==> src/rtl/wb_port_arbiter_pkg.sv <==
// Shared types for the write-back port arbiter: FU result payload, completion port, sizing.
package wb_port_arbiter_pkg;

  localparam int unsigned NR_WB_REQ       = 5;
  localparam int unsigned NR_WB_PORTS_ARB = 2;
  localparam int unsigned WB_CNT_W        = 32;
  localparam int unsigned TRANS_ID_BITS   = 4;
  localparam int unsigned XLEN            = 32;

  typedef logic [NR_WB_REQ-1:0] wb_req_vec_t;

  typedef struct packed {
    logic [TRANS_ID_BITS-1:0] id;
    logic [XLEN-1:0]          result;
  } fu_output_t;

  typedef struct packed {
    logic [TRANS_ID_BITS-1:0] id;
    logic                     valid;
  } completion_port_t;

  // Index width that stays legal for single-entry vectors.
  function automatic int unsigned idx_w(input int unsigned n);
    return (n > 1) ? $clog2(n) : 1;
  endfunction

endpackage

==> src/rtl/wb_port_arbiter_rr_multi_grant.sv <==
// Combinational round-robin picker: grants up to NB_PORTS valid requesters scanning from ptr_i.
module wb_port_arbiter_rr_multi_grant
  import wb_port_arbiter_pkg::*;
#(
  parameter int unsigned NB_REQ   = NR_WB_REQ,
  parameter int unsigned NB_PORTS = NR_WB_PORTS_ARB,
  parameter int unsigned PTR_W    = idx_w(NB_REQ),
  parameter int unsigned PORT_W   = idx_w(NB_PORTS)
) (
  input  logic [NB_REQ-1:0]               valid_i,
  input  logic [PTR_W-1:0]                ptr_i,
  output logic [NB_REQ-1:0]               grant_o,
  output logic [NB_PORTS-1:0][PTR_W-1:0]  port_idx_o,
  output logic [NB_PORTS-1:0]             port_valid_o,
  output logic [PTR_W-1:0]                next_ptr_o
);

  int unsigned cand;
  int unsigned n_granted;

  // k-th valid requester found in scan order lands on port k.
  always_comb begin
    grant_o      = '0;
    port_idx_o   = '0;
    port_valid_o = '0;
    next_ptr_o   = ptr_i;
    cand         = 0;
    n_granted    = 0;
    for (int unsigned k = 0; k < NB_REQ; k++) begin
      cand = 32'(ptr_i) + k;
      if (cand >= NB_REQ) cand = cand - NB_REQ;
      if (valid_i[PTR_W'(cand)] && (n_granted < NB_PORTS)) begin
        grant_o[PTR_W'(cand)]           = 1'b1;
        port_idx_o[PORT_W'(n_granted)]   = PTR_W'(cand);
        port_valid_o[PORT_W'(n_granted)] = 1'b1;
        next_ptr_o = (cand == NB_REQ - 1) ? '0 : PTR_W'(cand + 1);
        n_granted  = n_granted + 1;
      end
    end
  end

endmodule

==> src/rtl/wb_port_arbiter.sv <==
// Shares NB_PORTS write-back ports among NB_REQ FU result streams via one-entry holds.
// Optional conflict perf counter enabled by defining WB_ARB_PERF_EN.
module wb_port_arbiter
  import wb_port_arbiter_pkg::*;
#(
  parameter int unsigned NB_REQ   = NR_WB_REQ,
  parameter int unsigned NB_PORTS = NR_WB_PORTS_ARB,
  parameter int unsigned CNT_W    = WB_CNT_W
) (
  input  logic                  clk,
  input  logic                  rst,
  input  fu_output_t            req_i       [NB_REQ],
  input  logic [NB_REQ-1:0]     req_valid_i,
  output logic [NB_REQ-1:0]     req_ready_o,
  input  logic                  flush_i,
  output fu_output_t            wb_o        [NB_PORTS],
  output logic [NB_PORTS-1:0]   wb_valid_o,
  output completion_port_t      compl_o     [NB_PORTS],
  output logic [CNT_W-1:0]      conflict_o
);

  localparam int unsigned PTR_W = idx_w(NB_REQ);

  fu_output_t                    hold_q [NB_REQ];
  logic [NB_REQ-1:0]             hold_valid_q, hold_valid_d;
  logic [PTR_W-1:0]              rr_ptr_q, rr_ptr_d;
  logic [NB_REQ-1:0]             grant;
  logic [NB_REQ-1:0]             accept;
  logic [NB_PORTS-1:0][PTR_W-1:0] port_idx;
  logic [NB_PORTS-1:0]           port_valid;
  logic [PTR_W-1:0]              next_ptr;

  wb_port_arbiter_rr_multi_grant #(
    .NB_REQ   (NB_REQ),
    .NB_PORTS (NB_PORTS),
    .PTR_W    (PTR_W)
  ) u_pick (
    .valid_i      (hold_valid_q),
    .ptr_i        (rr_ptr_q),
    .grant_o      (grant),
    .port_idx_o   (port_idx),
    .port_valid_o (port_valid),
    .next_ptr_o   (next_ptr)
  );

  // A slot frees up in the same cycle its hold is being drained.
  always_comb begin
    req_ready_o = '0;
    if (!rst && !flush_i) req_ready_o = ~hold_valid_q | grant;
  end

  assign accept = req_valid_i & req_ready_o;

  always_comb begin
    hold_valid_d = (hold_valid_q & ~grant) | accept;
    if (flush_i) hold_valid_d = '0;
    rr_ptr_d = (|grant) ? next_ptr : rr_ptr_q;
  end

  always_ff @(posedge clk or posedge rst) begin
    if (rst) begin
      hold_valid_q <= '0;
      rr_ptr_q     <= '0;
    end else begin
      hold_valid_q <= hold_valid_d;
      rr_ptr_q     <= rr_ptr_d;
    end
  end

  // Payload needs no reset: it is qualified by hold_valid_q.
  always_ff @(posedge clk) begin
    for (int unsigned i = 0; i < NB_REQ; i++) begin
      if (accept[i]) hold_q[i] <= req_i[i];
    end
  end

  assign wb_valid_o = port_valid;

  always_comb begin
    for (int unsigned k = 0; k < NB_PORTS; k++) begin
      wb_o[k]          = '0;
      compl_o[k]       = '0;
      if (port_valid[k]) wb_o[k] = hold_q[port_idx[k]];
      compl_o[k].id    = wb_o[k].id;
      compl_o[k].valid = port_valid[k];
    end
  end

`ifdef WB_ARB_PERF_EN
  logic [CNT_W-1:0] conflict_q;

  // Saturating count of cycles with more full holds than ports.
  always_ff @(posedge clk or posedge rst) begin
    if (rst) begin
      conflict_q <= '0;
    end else if ((32'($countones(hold_valid_q)) > NB_PORTS) && (conflict_q != '1)) begin
      conflict_q <= conflict_q + CNT_W'(1);
    end
  end

  assign conflict_o = conflict_q;
`else
  assign conflict_o = '0;
`endif

`ifndef SYNTHESIS
  // Each granted requester appears on exactly one port and ports fill from 0 upward.
  always_ff @(posedge clk) begin
    if (!rst) begin
      assert ($countones(grant) == $countones(port_valid));
      for (int unsigned k = 0; k < NB_PORTS; k++) begin
        assert (!port_valid[k] || grant[port_idx[k]]);
        if (k > 0) assert (!port_valid[k] || port_valid[k-1]);
      end
    end
  end
`endif

endmodule

==> config.mk <==
export PLATFORM = sky130hd
export DESIGN_NAME = wb_port_arbiter
export DESIGN_NICKNAME = d
export VERILOG_FILES = /design/src/rtl/wb_port_arbiter_pkg.sv /design/src/rtl/wb_port_arbiter_rr_multi_grant.sv /design/src/rtl/wb_port_arbiter.sv
export SDC_FILE = /design/constraint.sdc
export NUM_CORES = 1
export LEC_CHECK = 0
export ABC_AREA = 1
export BUFFER_PORTS_ARGS = -buffer_cell sky130_fd_sc_hd__buf_2
export CAP_MARGIN = 25
export CORE_UTILIZATION = 40
export DETAILED_ROUTE_END_ITERATION = 8
export PLACE_DENSITY = 0.65
export SLEW_MARGIN = 25
export SYNTH_ARGS = -nofsm -noshare
export SYNTH_HDL_FRONTEND = slang
export SYNTH_SLANG_ARGS = --single-unit
export TNS_END_PERCENT = 1
==> constraint.sdc <==
create_clock -name clk -period 11.7 [get_ports clk]
set_input_delay 1.755 -clock clk [delete_from_list [all_inputs] [get_ports clk]]
set_output_delay 1.755 -clock clk [all_outputs]
set_load 0.02 [all_outputs]
# Word-level counts from Yosys, hierarchy flattened
# Memories as Yosys holds them, arrays and structs flattened.
# Index checks and enable logic that the tools add are counted.
# W data, S select, Z words.
# word_totals
inputBits,188
n_memories,1
elab_cells,173
register_bits,8
ramBits,180
# mem_list
memory,words,word_bits,read_ports,rd_ports_with_merged_regs,wr,line,rtl
hold_q,5,36,2,0,5,wb_port_arbiter.sv:24,fu_output_t hold_q [NB_REQ];
# classes
n_reduce_logical,19
mux,88
addsub,17
n_eq_ne,5
bitwise_logic,14
magnitude_cmp,27
# op_table
operator,n
$mux W32,8
$eq A32 B3 Y1 const B,5
$ge A32 B3 Y1 const B,4
$sub A32 B3 Y32 const B,4
$lt A32 B2 Y1 const B,3
$mux W36,2
$add A32 B1 Y32 const B,2
$mux W3,15
$mux W5,7
$or A5 B5 Y5,6
$mux W1,26
$bwmux W6,4
$mux W6,4
$lt A3 B4 Y1 const B,5
$add A3 B1 Y3 const B,5
$bmux W1 S3,5
$demux W1 S3,5
$ge A3 B1 Y1 const B,5
$logic_and A1 B1 Y1,14
$demux W3 S1,4
$and A5 B5 Y5,2
$lt A1 B2 Y1 const B,5
$not A5 Y5,2
$add A3 B2 Y4 const B,2
14 further kinds,26

# Depth between registers and ports, before layout
# logic_depth
ltp_word,22
mapped_depth,34
depth_no_buf,30

# Modules after synthesis
# Synthesis repeated with hierarchy kept, for this count alone.
# unflattened
hier_cells,1402
hier_area_um2,11762.5
# by_module_without_submodules
module,area_each_um2,seq_area_each_um2,cells_each,instances
wb_port_arbiter,9699.3,5605.4,994,1
wb_port_arbiter_rr_multi_grant,2063.2,0.0,408,1

# Least setup slack after synthesis
# No wires, ideal clock.
# synth_path
path_type,reg-to-reg
start,register rr_ptr_q[1]
end,memory hold_q[3][0] in the netlist's numbering (enable)
stages_incl_launch_ff,29
arrival_ns,6.646
slack_ns,4.570
synth_period_minus_slack_ns,7.130
setup_time_ns,0.483
cell_sequence,dfrtp_1 -> inv_1 -> ha_1 -> inv_1 -> ha_1 -> inv_1 -> nand2_2 -> inv_2 -> nand2_1 -> nand2_1 -> nand2_1 -> o21ai_1 -> nor2_2 -> nor2_1 -> ha_1 -> inv_1 -> nand2_1 -> nand2_1 -> nand2_2 -> ha_1 -> or2_2 -> nand3_1 -> nand2_1 -> nor2_4 -> buf_6 -> nand2_1 -> nand3_1 -> nor2_1 -> nor3b_1
# synth_lines
item,line,rtl
start: declaration,wb_port_arbiter.sv:26,"logic [PTR_W-1:0] rr_ptr_q, rr_ptr_d;"
start signal: assignment,wb_port_arbiter.sv:66,rr_ptr_q <= rr_ptr_d;
end: declaration,wb_port_arbiter.sv:24,

==> out/results.ini <==
[outcome]
status = finished clean

[timing]
hold_violations = 0
worstMarginPinSlew_ps = 1012
max-slew-margin-rel = 0.3254
drv_slew = 0
setup_viol = 0
fin_skew_ps = 9.659
fin_crit_sh = 0.8549
fin_crit_ps = 10000
finalSetupTns_ps = 0
rsz0062_at_grt = false
fmax_mhz = 99.98

[grt]
grt_pass1_vias = 11059
grt_max_degree = 74
track_usage = 0.2814
grt_overflow = 0
antenna_found_initial = 11
grt_pass1_wl_mm = 65.68

[clock_tree]
clk_pin_slew_worst_paths_ps = 70
cts_resized = 0
clk_latency_ps = 440
htree_levels = 4
cts_setup_buffers = 0
cts_tree = done
cts.sinks = 188
cts-root-buf = clkbuf_16
cts_hold_buffers = 0
numCtsBuffers = 17
clockBufferDepth = 2

[drt]
vias = 11725
drtAntennaViolNets = 0
avgViaCountPerCell = 5.714
drt_iter0_drc = 1663
routed_wl_mm = 43.63
firstDrtPassIters = 5
drc = 0
wl_per_cell_um = 21.26

[setup_path]
critPathKind = flop to output port
worstSetupStartpointType = flop
end_kind = output port
critPathMaxFanout = 73
cp_slowest_stage_delay_ps = 1070
arrival_ps = 8250
slowest_stage = nand2_4
critPathMostFrequentCell = nand2_1
required_ps = 9950

[logic_synthesis]
yosysSeqAreaShare = 0.4637
yosys.cell_types.count = 47
synth-seq-cells = 188
syn_area_per_cell_um2 = 8.478
synth_area_um2 = 12090
synth_warnings = 0
synthArstFlopShare = 0.04255
syn-instance-count = 1426
synthFlopType = edfxtp_1
synth_edf_count = 180

[placed_design]
place_congestion = 0.9383
hpwlAfterDp_mm = 30.12
port_buffers = 276

[floorplanning]
ioPinCount = 309
core-area_um2 = 29720
die_h_um = 175.8
placementRows = 63
start_util = 0.4068
dieWidth_um = 175.8
dieArea_um2 = 30920

[cells_and_area]
multiInputGateArea_um2 = 5677
finalCoreUtilization = 0.4747
nets = 1863
drive_above_1_share = 0.2468
fillCellCount = 2875
seq_area_um2 = 5605
area_growth_pct = 16.69

[flow_run]
max_cap_violations = 0

[hold_path]
hp-class = flop to flop

## cells by family (layout without fill, tap and decap cells)
| group | after synthesis | after routing | share of synthesized area |
|---|---|---|---|
| AO/OA/AOI/OAI | 213 | 213 | 0.09543 |
| XOR/XNOR | 4 | 4 | 0.004451 |
| adder cells (fa/ha/maj) | 35 | 35 | 0.03685 |
| buffers and inverters | 181 | 377 | 0.07980 |
| flip-flops | 188 | 188 | 0.4637 |
| other | 1 | 41 | 0.0003102 |
| AND/OR/NAND/NOR | 804 | 804 | 0.3195 |
## per-stage QoR
| step | setup slack (ps) | area, um^2 | hold WS (ps) | std cells |
|---|---|---|---|---|
| CTS | 1758 | 14060 | 722.6 | 2042 |
| floorplan | 4570 | 12210 | 591.8 | 1457 |
| finish | 1698 | 14110 | 730.9 | 2052 |
| global placement | 2392 | 13450 | 699.6 | 2010 |
| detailed placement | 2266 | 13450 | 705.9 | 2010 |
| global route | 1152 | 14100 | 811.5 | 2050 |
## cell usage in the layout (no fill, tap or decap), types with 4 or more instances in the layout
master	count
nand2_1	343
nor2_2	4
nor2_4	7
o22ai_1	4
nor3_1	8
buf_4	10
nor2_1	38
nand3_2	5
inv_1	39
a21oi_1	84
nand4_1	11
o21ai_0	60
diode_2	9
o21ai_1	40
nand3_4	6
inv_2	18
nand2_4	12
nand2_2	19
nand3_1	339
clkbuf_16	17
dfrtp_1	8
inv_6	5
o211ai_1	5
ha_1	34
conb_1	32
edfxtp_1	180
buf_2	276
o21ai_2	5
## worst paths after layout
kind	from	to	slack, ps	cells after the start
min in group asynchronous	rst	rr_ptr_q[1]	1250	2
max in group asynchronous	rst	hold_valid_q[2]	10210	2
setup / recovery	rr_ptr_q[0]	compl_o[4]	1700	26
hold reg to reg	hold_valid_q[1]	hold_valid_q[1]	730	4
hold / removal	hold_valid_q[1]	hold_valid_q[1]	730	4
setup reg to reg	rr_ptr_q[0]	hold_q[4][22]	5180	24
## critical path: cells and delay by family (launching register included)
family | cells | cell delay [ps]
AO/OA/AOI/OAI | 2 | 460
adder cells (fa/ha/maj) | 4 | 1400
buffers and inverters | 3 | 680
flip-flops | 1 | 880
AND/OR/NAND/NOR | 17 | 4330
## cells in the mapped netlist, types with 8 or more instances
| cell type | number | area (um^2) |
|---|---|---|
| nor3_1 | 10 | 50.05 |
| inv_2 | 18 | 67.56 |
| buf_2 | 47 | 235.2 |
| dfrtp_1 | 8 | 200.2 |
| nor2_1 | 38 | 142.6 |
| nand3_1 | 339 | 1697 |
| edfxtp_1 | 180 | 5405 |
| ha_1 | 34 | 425.4 |
| nand2_2 | 19 | 118.9 |
| o21ai_1 | 40 | 200.2 |
| inv_1 | 39 | 146.4 |
| nand2_1 | 343 | 1287 |
| buf_4 | 55 | 412.9 |
| o21ai_0 | 60 | 300.3 |
| a21oi_1 | 84 | 420.4 |
| clkbuf_1 | 17 | 63.81 |
| nand2_4 | 12 | 135.1 |
| nand4_1 | 11 | 68.82 |
## registers in the layout, indices dropped and copies added (netlist names)
name and cells:
hold_q 180, hold_valid_q 5, rr_ptr_q 3
## routing by layer
metal / global-route usage / share of wire / vias up
met5: 0 / 0.00057 / -
met4: 0.1239 / 0.039 / 4
met3: 0.04264 / 0.084 / 101
met2: 0.4437 / 0.46 / 740
met1: 0.3822 / 0.42 / 5509
li1: - / - / 5371
## layout make-up
| type | instances | area share |
|---|---|---|
| Tap cell | 390 | 0.03459 |
| Timing Repair Buffer | 287 | 0.1052 |
| Clock buffer | 17 | 0.03016 |
| Sequential cell | 188 | 0.3973 |
| Multi-Input combinational cell | 1088 | 0.4024 |
| Inverter | 58 | 0.01579 |
| Clock inverter | 15 | 0.01295 |
| Antenna cell | 9 | 0.001596 |
Power is not shown: default switching activity piles up to over one toggle a cycle in this logic, so the estimate is an artifact.
